$ cat config.mk
export PLATFORM = sky130hd
export DESIGN_NAME = bcedn_argmax_out
export DESIGN_NICKNAME = d
export VERILOG_FILES = /design/src/rtl/bcedn_out_pkg.sv /design/src/rtl/argmax_acc.sv /design/src/rtl/bcedn_argmax_out.sv
export SDC_FILE = /design/constraint.sdc
export NUM_CORES = 1
export LEC_CHECK = 0
export CORE_ASPECT_RATIO = 0.8
export CORE_MARGIN = 2
export CORE_UTILIZATION = 35
export CTS_BUF_LIST = sky130_fd_sc_hd__clkbuf_16
export DETAILED_ROUTE_END_ITERATION = 12
export HOLD_SLACK_MARGIN = 0.08
export PLACE_DENSITY_LB_ADDON = 0.12
export SLEW_MARGIN = 20
export SYNTH_ARGS = -nofsm -noshare
export SYNTH_HDL_FRONTEND = slang
export SYNTH_HIERARCHICAL = 1
export SYNTH_SLANG_ARGS = --single-unit
$ cat constraint.sdc
create_clock -name clk -period 9 [get_ports clk]
set_input_delay 2.25 -clock clk [delete_from_list [all_inputs] [get_ports clk]]
set_output_delay 2.25 -clock clk [all_outputs]
set_load 0.01 [all_outputs]
$ cat src/rtl/bcedn_out_pkg.sv
// Shared types and width helpers for the binary decoder argmax output stage.
package bcedn_out_pkg;

  typedef enum logic [1:0] {
    IDLE  = 2'd0,
    RUN   = 2'd1,
    FLUSH = 2'd2
  } state_t;

  // Decoder score width: conv output plus normalisation reference scale.
  localparam int unsigned CONV_OUT_WIDTH      = 22;
  localparam int unsigned NORMREF_SCALE_WIDTH = 8;
  localparam int unsigned DEF_SCORE_WIDTH     = CONV_OUT_WIDTH + NORMREF_SCALE_WIDTH;

  localparam int unsigned DEF_N_CLASS = 38;
  localparam int unsigned DEF_H_OUT   = 32;
  localparam int unsigned DEF_W_OUT   = 128;

  function automatic int unsigned clog2_min1(input int unsigned n);
    return (n <= 2) ? 1 : $clog2(n);
  endfunction

  localparam int unsigned CLS_W = clog2_min1(DEF_N_CLASS);
  localparam int unsigned ROW_W = clog2_min1(DEF_H_OUT);
  localparam int unsigned COL_W = clog2_min1(DEF_W_OUT);

endpackage

$ cat src/rtl/argmax_acc.sv
// Running argmax over one pixel's class scores; exposes the post-update best values.
module argmax_acc
  import bcedn_out_pkg::*;
#(
  parameter int unsigned SCORE_WIDTH = DEF_SCORE_WIDTH,
  parameter int unsigned IDX_W       = CLS_W
) (
  input  logic                   clk,
  input  logic                   rst,
  input  logic                   first,
  input  logic                   valid,
  input  logic [SCORE_WIDTH-1:0] score,
  input  logic [IDX_W-1:0]       idx,
  output logic [SCORE_WIDTH-1:0] best_score_c,
  output logic [IDX_W-1:0]       best_idx_c
);

  logic [SCORE_WIDTH-1:0] best_score;
  logic [IDX_W-1:0]       best_idx;
  logic                   take_c;

  // Strict greater-than keeps the lower index on ties.
  always_comb begin
    take_c       = valid && (first || ($signed(score) > $signed(best_score)));
    best_score_c = take_c ? score : best_score;
    best_idx_c   = take_c ? idx   : best_idx;
  end

  always_ff @(posedge clk) begin
    if (!rst) begin
      best_score <= '0;
      best_idx   <= '0;
    end else begin
      best_score <= best_score_c;
      best_idx   <= best_idx_c;
    end
  end

endmodule

$ cat src/rtl/bcedn_argmax_out.sv
// Per-pixel argmax classifier with raster tracking and frame control.
module bcedn_argmax_out
  import bcedn_out_pkg::*;
#(
  parameter  int unsigned N_CLASS     = DEF_N_CLASS,
  parameter  int unsigned SCORE_WIDTH = DEF_SCORE_WIDTH,
  parameter  int unsigned H_OUT       = DEF_H_OUT,
  parameter  int unsigned W_OUT       = DEF_W_OUT,
  localparam int unsigned cls_w       = clog2_min1(N_CLASS),
  localparam int unsigned row_w       = clog2_min1(H_OUT),
  localparam int unsigned col_w       = clog2_min1(W_OUT)
) (
  input  logic                   clk,
  input  logic                   rst,
  input  logic                   start,
  input  logic                   in_en,
  input  logic [SCORE_WIDTH-1:0] score_in,
  output logic [cls_w-1:0]       label_out,
  output logic [SCORE_WIDTH-1:0] max_score_out,
  output logic [row_w-1:0]       row_out,
  output logic [col_w-1:0]       col_out,
  output logic                   label_valid,
  output logic                   busy,
  output logic                   done,
  output logic                   err
);

  state_t state, next_state;

  logic [cls_w-1:0]       cls_cnt;
  logic [row_w-1:0]       row_cnt;
  logic [col_w-1:0]       col_cnt;
  logic                   accept_c, last_cls_c, last_col_c, last_row_c;
  logic                   pix_done_c, frame_done_c, err_set_c;
  logic [SCORE_WIDTH-1:0] best_score_c;
  logic [cls_w-1:0]       best_idx_c;

  argmax_acc #(
    .SCORE_WIDTH (SCORE_WIDTH),
    .IDX_W       (cls_w)
  ) u_acc (
    .clk          (clk),
    .rst          (rst),
    .first        (cls_cnt == '0),
    .valid        (accept_c),
    .score        (score_in),
    .idx          (cls_cnt),
    .best_score_c (best_score_c),
    .best_idx_c   (best_idx_c)
  );

  always_ff @(posedge clk) begin
    if (!rst) state <= IDLE;
    else      state <= next_state;
  end

  always_comb begin
    next_state = state;
    case (state)
      IDLE:    if (start) next_state = RUN;
      RUN:     if (frame_done_c) next_state = FLUSH;
      FLUSH:   next_state = IDLE;
      default: next_state = IDLE;
    endcase
  end

  // Acceptance, pixel/frame completion and protocol-error decode.
  always_comb begin
    accept_c     = (state == RUN) && in_en;
    last_cls_c   = cls_cnt == cls_w'(N_CLASS - 1);
    last_col_c   = col_cnt == col_w'(W_OUT - 1);
    last_row_c   = row_cnt == row_w'(H_OUT - 1);
    pix_done_c   = accept_c && last_cls_c;
    frame_done_c = pix_done_c && last_col_c && last_row_c;
    err_set_c    = 1'b0;
    case (state)
      IDLE:    err_set_c = in_en;
      RUN:     err_set_c = start;
      FLUSH:   err_set_c = start || in_en;
      default: err_set_c = 1'b0;
    endcase
  end

  always_ff @(posedge clk) begin
    if (!rst) begin
      cls_cnt       <= '0;
      col_cnt       <= '0;
      row_cnt       <= '0;
      label_out     <= '0;
      max_score_out <= '0;
      row_out       <= '0;
      col_out       <= '0;
      label_valid   <= 1'b0;
      busy          <= 1'b0;
      done          <= 1'b0;
      err           <= 1'b0;
    end else begin
      label_valid <= pix_done_c;
      done        <= frame_done_c;
      busy        <= next_state != IDLE;
      if (err_set_c) err <= 1'b1;

      if (state == IDLE && start) begin
        cls_cnt <= '0;
        col_cnt <= '0;
        row_cnt <= '0;
      end else if (accept_c) begin
        if (last_cls_c) begin
          cls_cnt <= '0;
          if (last_col_c) begin
            col_cnt <= '0;
            row_cnt <= last_row_c ? '0 : row_cnt + row_w'(1);
          end else begin
            col_cnt <= col_cnt + col_w'(1);
          end
        end else begin
          cls_cnt <= cls_cnt + cls_w'(1);
        end
      end

      // Final compare result is captured together with the pixel position.
      if (pix_done_c) begin
        label_out     <= best_idx_c;
        max_score_out <= best_score_c;
        row_out       <= row_cnt;
        col_out       <= col_cnt;
      end
    end
  end

endmodule

==> flow_metrics.tcl, run 1 <==
set metrics [dict create \
    outcome "completed" \
    synth_top_area_share_pct 38.3 \
    coreArea_mm2 0.0157 \
    power_density_mw_per_mm2 155 \
    num_vias 4347 \
    slew_viol_final 0 \
    grt_usage_pct 14.6 \
    required_ns 9.24 \
    hold_buffers 0 \
    hold_viol 0 \
    rsz0062_at_grt "no" \
    clk_pin_slew_ns 0.07 \
    die-width_um 146 \
    std_cell_rows 41 \
    die-area_mm2 0.0172 \
    layout-drive-gt1-share_pct 8.69 \
    synthArstFlopShare_pct 0 \
    root_buffer "clkbuf_16" \
    internal_power_mw 0.810 \
    power_switching_mw 0.260 \
    grt_overflow 0 \
    slew_headroom_pct 28.3 \
    start_util_pct 35.8 \
    startpoint_type "primary input" \
    final_common_cell "nand2_1" \
    clkSinkCount 108 \
    drcViolationCount 0 \
    end_kind "flip-flop" \
    syn_area_per_cell_um2 8.90 \
    layout_common_cells "181 x nand2_1, 108 x dfxtp_1, 84 x clkdlybuf4s50_1" \
    holdPathStages 2 \
    ys_dominant_reg_cell "dfxtp_1" \
    holdPathEnd "u_acc/best_idx[5]$_SDFF_PN0_" \
    grt_antenna_before_repair 0 \
    numCtsBuffers 9 \
    seq_area_frac_synth_pct 38.3 \
    setup_viol 0 \
    grt_pass1_wl_um 20500 \
    gp_congestion 0.699 \
    post-cts-setup-buffers 0 \
    syn_area_mm2 0.00564 \
    synth.distinct_cells 46 \
    tns_ns 0 \
    arrival_ns 6.02 \
    post_cts_resized 0 \
    min_period_ns 5.78 \
    synthToLayoutAreaGrowth_pct 22.5 \
    r2r_slack_ns 5.20 \
    grt_pass1_vias 4156 \
    pwr-share-comb_pct 13.6 \
    p_leak_nw 2.58 \
    swShare_pct 24.3 \
    drtIter0Drc 244 \
    synth_warnings 6 \
    clkPwrFrac_pct 39.8 \
    critPathMaxFanout 37 \
    final.period_utilization_pct 64.2 \
    p_seq_share_pct 46.6 \
    dr.pass1.iters 4 \
    fin_util_pct 43.9 \
    tightest_slew_ns 1.08 \
    num_io_pins 86 \
    r2r_end "max_score_out[29]$_SDFFE_PN0P_" \
    ys_seq_elements 108 \
    diodes 0 \
    fin_skew_ns 0.00500 \
    die_h_um 118 \
    portBuffers 85 \
    regToRegStartpoint "u_acc/best_score[25]$_SDFF_PN0_" \
    synth-edff-count 0 \
    place_hpwl_um 8360 \
    clock_latency_ns 0.35 \
    synth_cells 634 \
    drt-vias-per-instance 4.74 \
    drt_wl_total_um 12400 \
    drv_cap 0 \
    grt_max_degree 126 \
    irDropWorstVdd_mv 0.0899 \
    cts_buffer_depth 2 \
    synthTopCellsByArea "dfxtp_1 38%, nand2_1 12%, mux2_4 9.0%" \
    nets 767 \
    min-delay-path-class "flip-flop to flip-flop" \
    ant_nets 0 \
    avgRoutedWirePerCell_um 13.6 \
    hold_start "u_acc/best_idx[5]$_SDFF_PN0_" \
    path_class "primary input to flip-flop" \
    synthesis.nets 704 \
    cts_tree "yes" \
    fmax_ghz 0.173 \
    htreeDepth 3 \
    reg2reg_depth 10 \
    yosys.area.top_type "dfxtp_1" \
]
==> through the flow <==
step / worst slack [ns] / power (mW) / hold WS, ns / area [µm²] / cells
3_5_place_dp: 2.85 / 0.655 / 0.448 / 6580 / 901
6_report: 3.22 / 1.07 / 0.455 / 6910 / 917
2_1_floorplan: 4.51 / 0.617 / 0.432 / 5640 / 634
3_3_place_gp: 2.92 / 0.652 / 0.441 / 6580 / 901
4_1_cts: 3.22 / 1.09 / 0.460 / 6900 / 917
5_1_grt: 2.99 / 1.12 / 0.481 / 6910 / 917
==> area by class of cell <==
| type | instances | area [µm²] |
|---|---|---|
| flip-flops and latches | 108 | 2160 |
| multi-input cells | 457 | 3170 |
| clock buffers | 9 | 225 |
| repair buffers | 87 | 867 |
| fillers | 1576 | 8840 |
| well taps | 215 | 269 |
| clock inverters | 7 | 90.1 |
| inverters | 34 | 128 |
==> flip-flops by register name (all words and copies together), names as in the netlist, 2 cells and up <==
register          flops
row_out               5
col_out               7
row_cnt               5
max_score_out        30
label_out             6
u_acc/best_score     30
cls_cnt               6
state                 2
u_acc/best_idx        6
col_cnt               7
==> power by group through the flow <==
stage	registers (mW)	logic, mW	clock network, mW
2_1_floorplan	0.507	0.110	0
3_3_place_gp	0.508	0.143	0
3_5_place_dp	0.509	0.146	0
4_1_cts	0.498	0.147	0.444
5_1_grt	0.500	0.162	0.460
6_report	0.498	0.145	0.426
==> logic make-up (layout without fill, tap and decap cells) <==
logic type,count (synthesis),count (layout),share of synthesized area (%)
AO/OA/AOI/OAI,91,91,11.0
AND/OR/NAND/NOR,247,247,19.3
flip-flops,108,108,38.3
XOR/XNOR,9,9,1.40
adder cells (fa/ha/maj),36,36,7.98
buffers and inverters,69,137,5.76
multiplexers,74,74,16.2
==> cell usage after synthesis, types with 2 or more instances <==
master / instances
xor2_1: 8
dfxtp_1: 108
and4_1: 2
clkbuf_1: 17
nor3_1: 4
mux2i_1: 38
a31oi_1: 2
buf_6: 7
nor2_1: 15
nand2_1: 182
a21oi_1: 21
and3_1: 7
o21a_1: 3
mux2_2: 2
ha_1: 36
nand2b_1: 3
buf_2: 11
inv_1: 34
nand3_1: 7
and2_1: 4
a21boi_0: 50
mux2_4: 34
o21ai_0: 5
a211oi_1: 2
nand4_1: 11
==> routing by layer <==
metal / GRT usage, % / wire length [µm]
met1: 20.3 / 6530
met2: 22.2 / 5380
met3: 3.99 / 411
met4: 4.19 / 117
met5: 0 / 0
==> worst max-delay path: stages <==
cell,delay (ns)
clkdlybuf4s50_1,0.45
ha_1,0.34
nand4_1,0.22
nor4_2,0.42
o311a_1,0.26
a2111o_2,0.83
buf_4,0.67
mux2_2,0.40
nand2_1,0.06
a21boi_0,0.08
==> worst max-delay path by stage <==
| stage | start | endpoint |
|---|---|---|
| detailed placement | score_in[25] | max_score_out[29]$_SDFFE_PN0P_ |
| global placement | score_in[28] | max_score_out[29]$_SDFFE_PN0P_ |
| CTS | score_in[25] | max_score_out[29]$_SDFFE_PN0P_ |
| floorplan | score_in[4] | label_out[0]$_SDFFE_PN0P_ |
| global route | score_in[25] | max_score_out[29]$_SDFFE_PN0P_ |
| finish | score_in[25] | max_score_out[29]$_SDFFE_PN0P_ |
Power figures use the tool's default switching activity.
==> run 2, diff against run 1 <==
==> constraint.sdc (replaced) <==
create_clock -name clk -period 4.9 [get_ports clk]
set_input_delay 1.225 -clock clk [delete_from_list [all_inputs] [get_ports clk]]
set_output_delay 1.225 -clock clk [all_outputs]
set_load 0.01 [all_outputs]
==> run 2 against run 1 <==
  * Critical path type unchanged
  * Global-route usage increased by 0.12 points
  * Setup slack lost 2.5 ns
  * Combinational power rose by 83%
  * Via count increased by 2.1%
  * Flip-flop and latch count stayed put
  * Count of clock-buffer cells in the layout did not move
  * Hold slack better by 0.0052 ns
==> flow_metrics.tcl, run 2 (synthesized netlist as in run 1, its figures left out) <==
set metrics [dict create \
    outcome "completed" \
    layout-drive-gt1-share_pct 8.94 \
    numCtsBuffers 9 \
    nets 770 \
    critPathMaxFanout 50 \
    slew_headroom_pct 53.7 \
    drt-vias-per-instance 4.83 \
    hold_viol 0 \
    required_ns 5.14 \
    worst_hold_slack_ns 0.460 \
    drv_cap 0 \
    n_fill_cell 1602 \
    tightest_slew_ns 0.694 \
    place_hpwl_um 8480 \
    std_cell_rows 41 \
    coreArea_mm2 0.0157 \
    wl_met2_um 5450 \
    irDropWorstVdd_mv 0.161 \
    grt_max_degree 76 \
    diodes 0 \
    num_vias 4440 \
    avgRoutedWirePerCell_um 13.5 \
    cts_tree "yes" \
    final.period_utilization_pct 85.4 \
    top_regs "max_score_out: 30 flops, u_acc/best_score: 30 flops" \
    slew_viol_final 0 \
    power_density_mw_per_mm2 272 \
    die-area_mm2 0.0172 \
    clock_latency_ns 0.36 \
    p_total_mw 1.88 \
    post-cts-setup-buffers 0 \
    startpoint_type "primary input" \
    grt_antenna_before_repair 0 \
    ant_nets 0 \
    grt_overflow 0 \
    start_util_pct 35.8 \
    arrival_ns 4.43 \
    grt_pass1_wl_um 20500 \
    end_kind "flip-flop" \
    htreeDepth 3 \
    rsz0062_at_grt "no" \
    wl_met3_um 569 \
    clkSinkCount 108 \
    path_class "primary input to flip-flop" \
    portBuffers 85 \
    final_cells 920 \
    p_leak_nw 2.57 \
    post_cts_resized 0 \
    final_common_cell "nand2_1" \
    drt_wl_total_um 12400 \
    grt_usage_pct 14.7 \
    setup_viol 0 \
    m1WireLength_um 6220 \
    placedCellCount 904 \
    tns_ns 0 \
    dr.pass1.iters 4 \
    fin_skew_ns 0.0123 \
    min_period_ns 4.18 \
    grt_pass1_vias 4129 \
    drtIter0Drc 220 \
    hold_buffers 0 \
    gp_congestion 0.748 \
    synthToLayoutAreaGrowth_pct 22.3 \
    cts_buffer_depth 2 \
    min-delay-path-class "flip-flop to flip-flop" \
    top_layer_used "met4" \
    num_io_pins 86 \
    root_buffer "clkbuf_16" \
    die_h_um 118 \
    clk_pin_slew_ns 0.07 \
    fmax_ghz 0.239 \
    drcViolationCount 0 \
    die-width_um 146 \
    layout_common_cells "181 x nand2_1, 108 x dfxtp_1, 84 x clkdlybuf4s50_1" \
]
[run 2: cell count changes in the layout (fill, tap and decap cells not counted), sizes merged]
cell	previous run	this run
bufinv	2	0
clkinvlp	1	3
buf	3	6
[run 2: report_power, final]
part	total (mW)	switching, mW	internal [mW]
combinational	0.266	0.123	0.143
sequential	0.915	0.0169	0.898
clock	0.698	0.351	0.347
total	1.88	0.492	1.39
[run 2: metal layers]
layer / track usage [%] / vias to the layer above
met5: 0 / -
met4: 4.67 / 0
met3: 4.42 / 14
met2: 23.0 / 71
met1: 19.6 / 2086
li1: - / 2269
[run 2: layout make-up]
class,instances,area (µm²),area share [%]
Clock inverter,7,51.3,0.743
Tap cell,215,269,3.90
Multi-Input combinational cell,457,3170,45.9
Inverter,34,128,1.85
Clock buffer,9,225,3.26
Timing Repair Buffer,90,898,13.0
Sequential cell,108,2160,31.3
[run 2: worst paths after layout]
| kind | start | end | slack (ns) | cells past startpoint |
|---|---|---|---|---|
| max | score_in[28] | max_score_out[13]$_SDFFE_PN0P_ | 0.72 | 11 |
| min | u_acc/best_idx[4]$_SDFF_PN0_ | u_acc/best_idx[4]$_SDFF_PN0_ | 0.46 | 2 |
| max reg2reg | u_acc/best_score[29]$_SDFF_PN0_ | max_score_out[13]$_SDFFE_PN0P_ | 1.66 | 11 |
| min reg2reg | u_acc/best_idx[4]$_SDFF_PN0_ | u_acc/best_idx[4]$_SDFF_PN0_ | 0.46 | 2 |
[run 2: critical path: stages]
cell and delay, ns:
clkdlybuf4s50_1 0.47, ha_1 0.36, nand4_2 0.16, nor4_2 0.44, a31oi_1 0.21, o311a_1 0.20
a2111o_2 0.57, buf_12 0.29, mux2_4 0.33, nand2_1 0.06, a21boi_0 0.08
[run 2: stage by stage]
step	instance area, µm²	utilization, %	worst slack (ns)
finish	6900	43.8	0.716
global route	6900	43.8	0.519
CTS	6900	43.8	0.715
detailed placement	6620	42.0	0.337
global placement	6620	42.0	0.385
floorplan	5640	-	1.44
==> run 3, diff against run 2 <==
--- a/config.mk
+++ b/config.mk
@@ -6,7 +6,7 @@
 export NUM_CORES = 1
 export LEC_CHECK = 0
 export CORE_ASPECT_RATIO = 0.8
-export CORE_MARGIN = 2
+export CORE_MARGIN = 8
 export CORE_UTILIZATION = 35
 export CTS_BUF_LIST = sky130_fd_sc_hd__clkbuf_16
 export DETAILED_ROUTE_END_ITERATION = 12
==> run 3 against run 2 <==
  * Cell area about the same
  * Combinational power about the same
  * Fmax increased by 3.4%
  * Highest routed layer unchanged
  * Clock power increased by 2%
  * Critical path depth unchanged
==> flow_metrics.tcl, run 3 (synthesized netlist as in run 1, its figures left out) <==
set metrics [dict create \
    outcome "completed" \
    diodes 0 \
    tns_ns 0 \
    drcViolationCount 0 \
    slew_headroom_pct 50.0 \
    layout-drive-gt1-share_pct 8.95 \
    top_regs "max_score_out: 30 flops, u_acc/best_score: 30 flops" \
    startpoint_type "primary input" \
    ant_nets 0 \
    drtIter0Drc 158 \
    final_cells 919 \
    root_buffer "clkbuf_16" \
    cts_tree "yes" \
    final_common_cell "nand2_1" \
    internal_power_mw 1.39 \
    placedCellCount 903 \
    grt_overflow 0 \
    power_density_mw_per_mm2 274 \
    cts_buffer_depth 2 \
    num_io_pins 86 \
    place_hpwl_um 8760 \
    start_util_pct 35.7 \
    coreArea_mm2 0.0158 \
    numCtsBuffers 9 \
    power_switching_mw 0.495 \
    htreeDepth 3 \
    min-delay-path-class "flip-flop to flip-flop" \
    pwr-share-comb_pct 14.0 \
    clk_pin_slew_ns 0.08 \
    p_leak_nw 2.57 \
    path_class "primary input to flip-flop" \
    arrival_ns 4.30 \
    critical_path.max_stage_delay_ns 0.48 \
    n_fill_cell 1605 \
    hold_viol 0 \
    nets 769 \
    hold_buffers 0 \
    fin_skew_ns 0.0135 \
    drt_wl_total_um 12700 \
    die-width_um 158 \
    drt-vias-per-instance 4.73 \
    grt_max_degree 85 \
    portBuffers 85 \
    min_period_ns 4.05 \
    avgRoutedWirePerCell_um 13.8 \
    die_h_um 130 \
    clock_latency_ns 0.36 \
    grt_pass1_vias 4378 \
    post_cts_resized 0 \
    stdcell_area_mm2 0.00690 \
    path_cells "clkdlybuf4s50_1 > ha_1 > nand4_2 > nor4_2 > a31oi_1 > o311a_1 > a2111o_2 > buf_4 > mux2_4 > nand2_1 > a21boi_0" \
    required_ns 5.15 \
    clkSinkCount 108 \
    die-area_mm2 0.0205 \
    rsz0062_at_grt "no" \
    slowest_stage "clkdlybuf4s50_1" \
    final.period_utilization_pct 82.6 \
    critPathMaxFanout 26 \
    irDropWorstVdd_mv 0.172 \
    setup_viol 0 \
    fmax_ghz 0.247 \
    tightest_slew_ns 0.750 \
    post-place-ws_ns 0.444 \
    swShare_pct 26.2 \
    dr.pass1.iters 4 \
    post-cts-setup-buffers 0 \
    std_cell_rows 41 \
    grt_pass1_wl_um 21700 \
    fin_ws_ns 0.852 \
    clkPwrFrac_pct 37.6 \
    layout_common_cells "181 x nand2_1, 108 x dfxtp_1, 84 x clkdlybuf4s50_1" \
    num_vias 4351 \
    synthToLayoutAreaGrowth_pct 22.3 \
    drv_cap 0 \
    p_seq_share_pct 48.4 \
    slew_viol_final 0 \
    grt_usage_pct 13.1 \
    gp_congestion 0.708 \
    grt_antenna_before_repair 0 \
    postPlaceCellArea_mm2 0.00661 \
    end_kind "flip-flop" \
]
==> run 3: metrics by stage <==
step	utilization [%]	hold WS [ns]	total power, mW
2_1_floorplan	-	0.432	1.13
3_3_place_gp	41.8	0.443	1.20
3_5_place_dp	41.8	0.456	1.20
4_1_cts	43.6	0.468	1.93
5_1_grt	43.7	0.488	1.99
6_report	43.7	0.465	1.89
==> run 3: final timing paths <==
path                              startpoint  cells after the start  slack (ns)                        endpoint
min             u_acc/best_idx[1]$_SDFF_PN0_                      2        0.47    u_acc/best_idx[1]$_SDFF_PN0_
min reg2reg     u_acc/best_idx[1]$_SDFF_PN0_                      2        0.47    u_acc/best_idx[1]$_SDFF_PN0_
max                             score_in[28]                     11        0.85  max_score_out[28]$_SDFFE_PN0P_
max reg2reg  u_acc/best_score[29]$_SDFF_PN0_                     11        1.82  max_score_out[28]$_SDFFE_PN0P_
==> run 3: final cells by class <==
type / count / area [µm²] / area share, %
clock buffers: 9 / 225 / 3.26
clock inverters: 7 / 57.6 / 0.834
inverters: 34 / 128 / 1.85
multi-input cells: 457 / 3170 / 45.9
flip-flops and latches: 108 / 2160 / 31.3
well taps: 215 / 269 / 3.90
repair buffers: 89 / 891 / 12.9
==> run 3: power groups by stage <==
stage                     logic [mW]  registers [mW]  clock network, mW
final                          0.265           0.914              0.710
after detailed placement       0.268           0.935                  0
after floorplan                0.201           0.931                  0
after CTS                      0.269           0.914              0.742
after global placement         0.264           0.934                  0
after global routing           0.297           0.917              0.776
==> run 3: layer usage <==
metal  global-route usage, %  share of wire, %  vias to the layer above
met5                       0                 0                        -
met4                    3.82               1.2                        0
met3                    4.53               5.6                       13
met2                    20.0                42                       64
met1                    17.3                51                     2003
li1                        -                 -                     2271
==> run 3: critical path: cells and delay by family <==
family | cells | cell delay [ns]
AO/OA/AOI/OAI | 4 | 0.92
buffers and inverters | 2 | 0.76
multiplexers | 1 | 0.34
AND/OR/NAND/NOR | 3 | 0.67
adder cells (fa/ha/maj) | 1 | 0.37
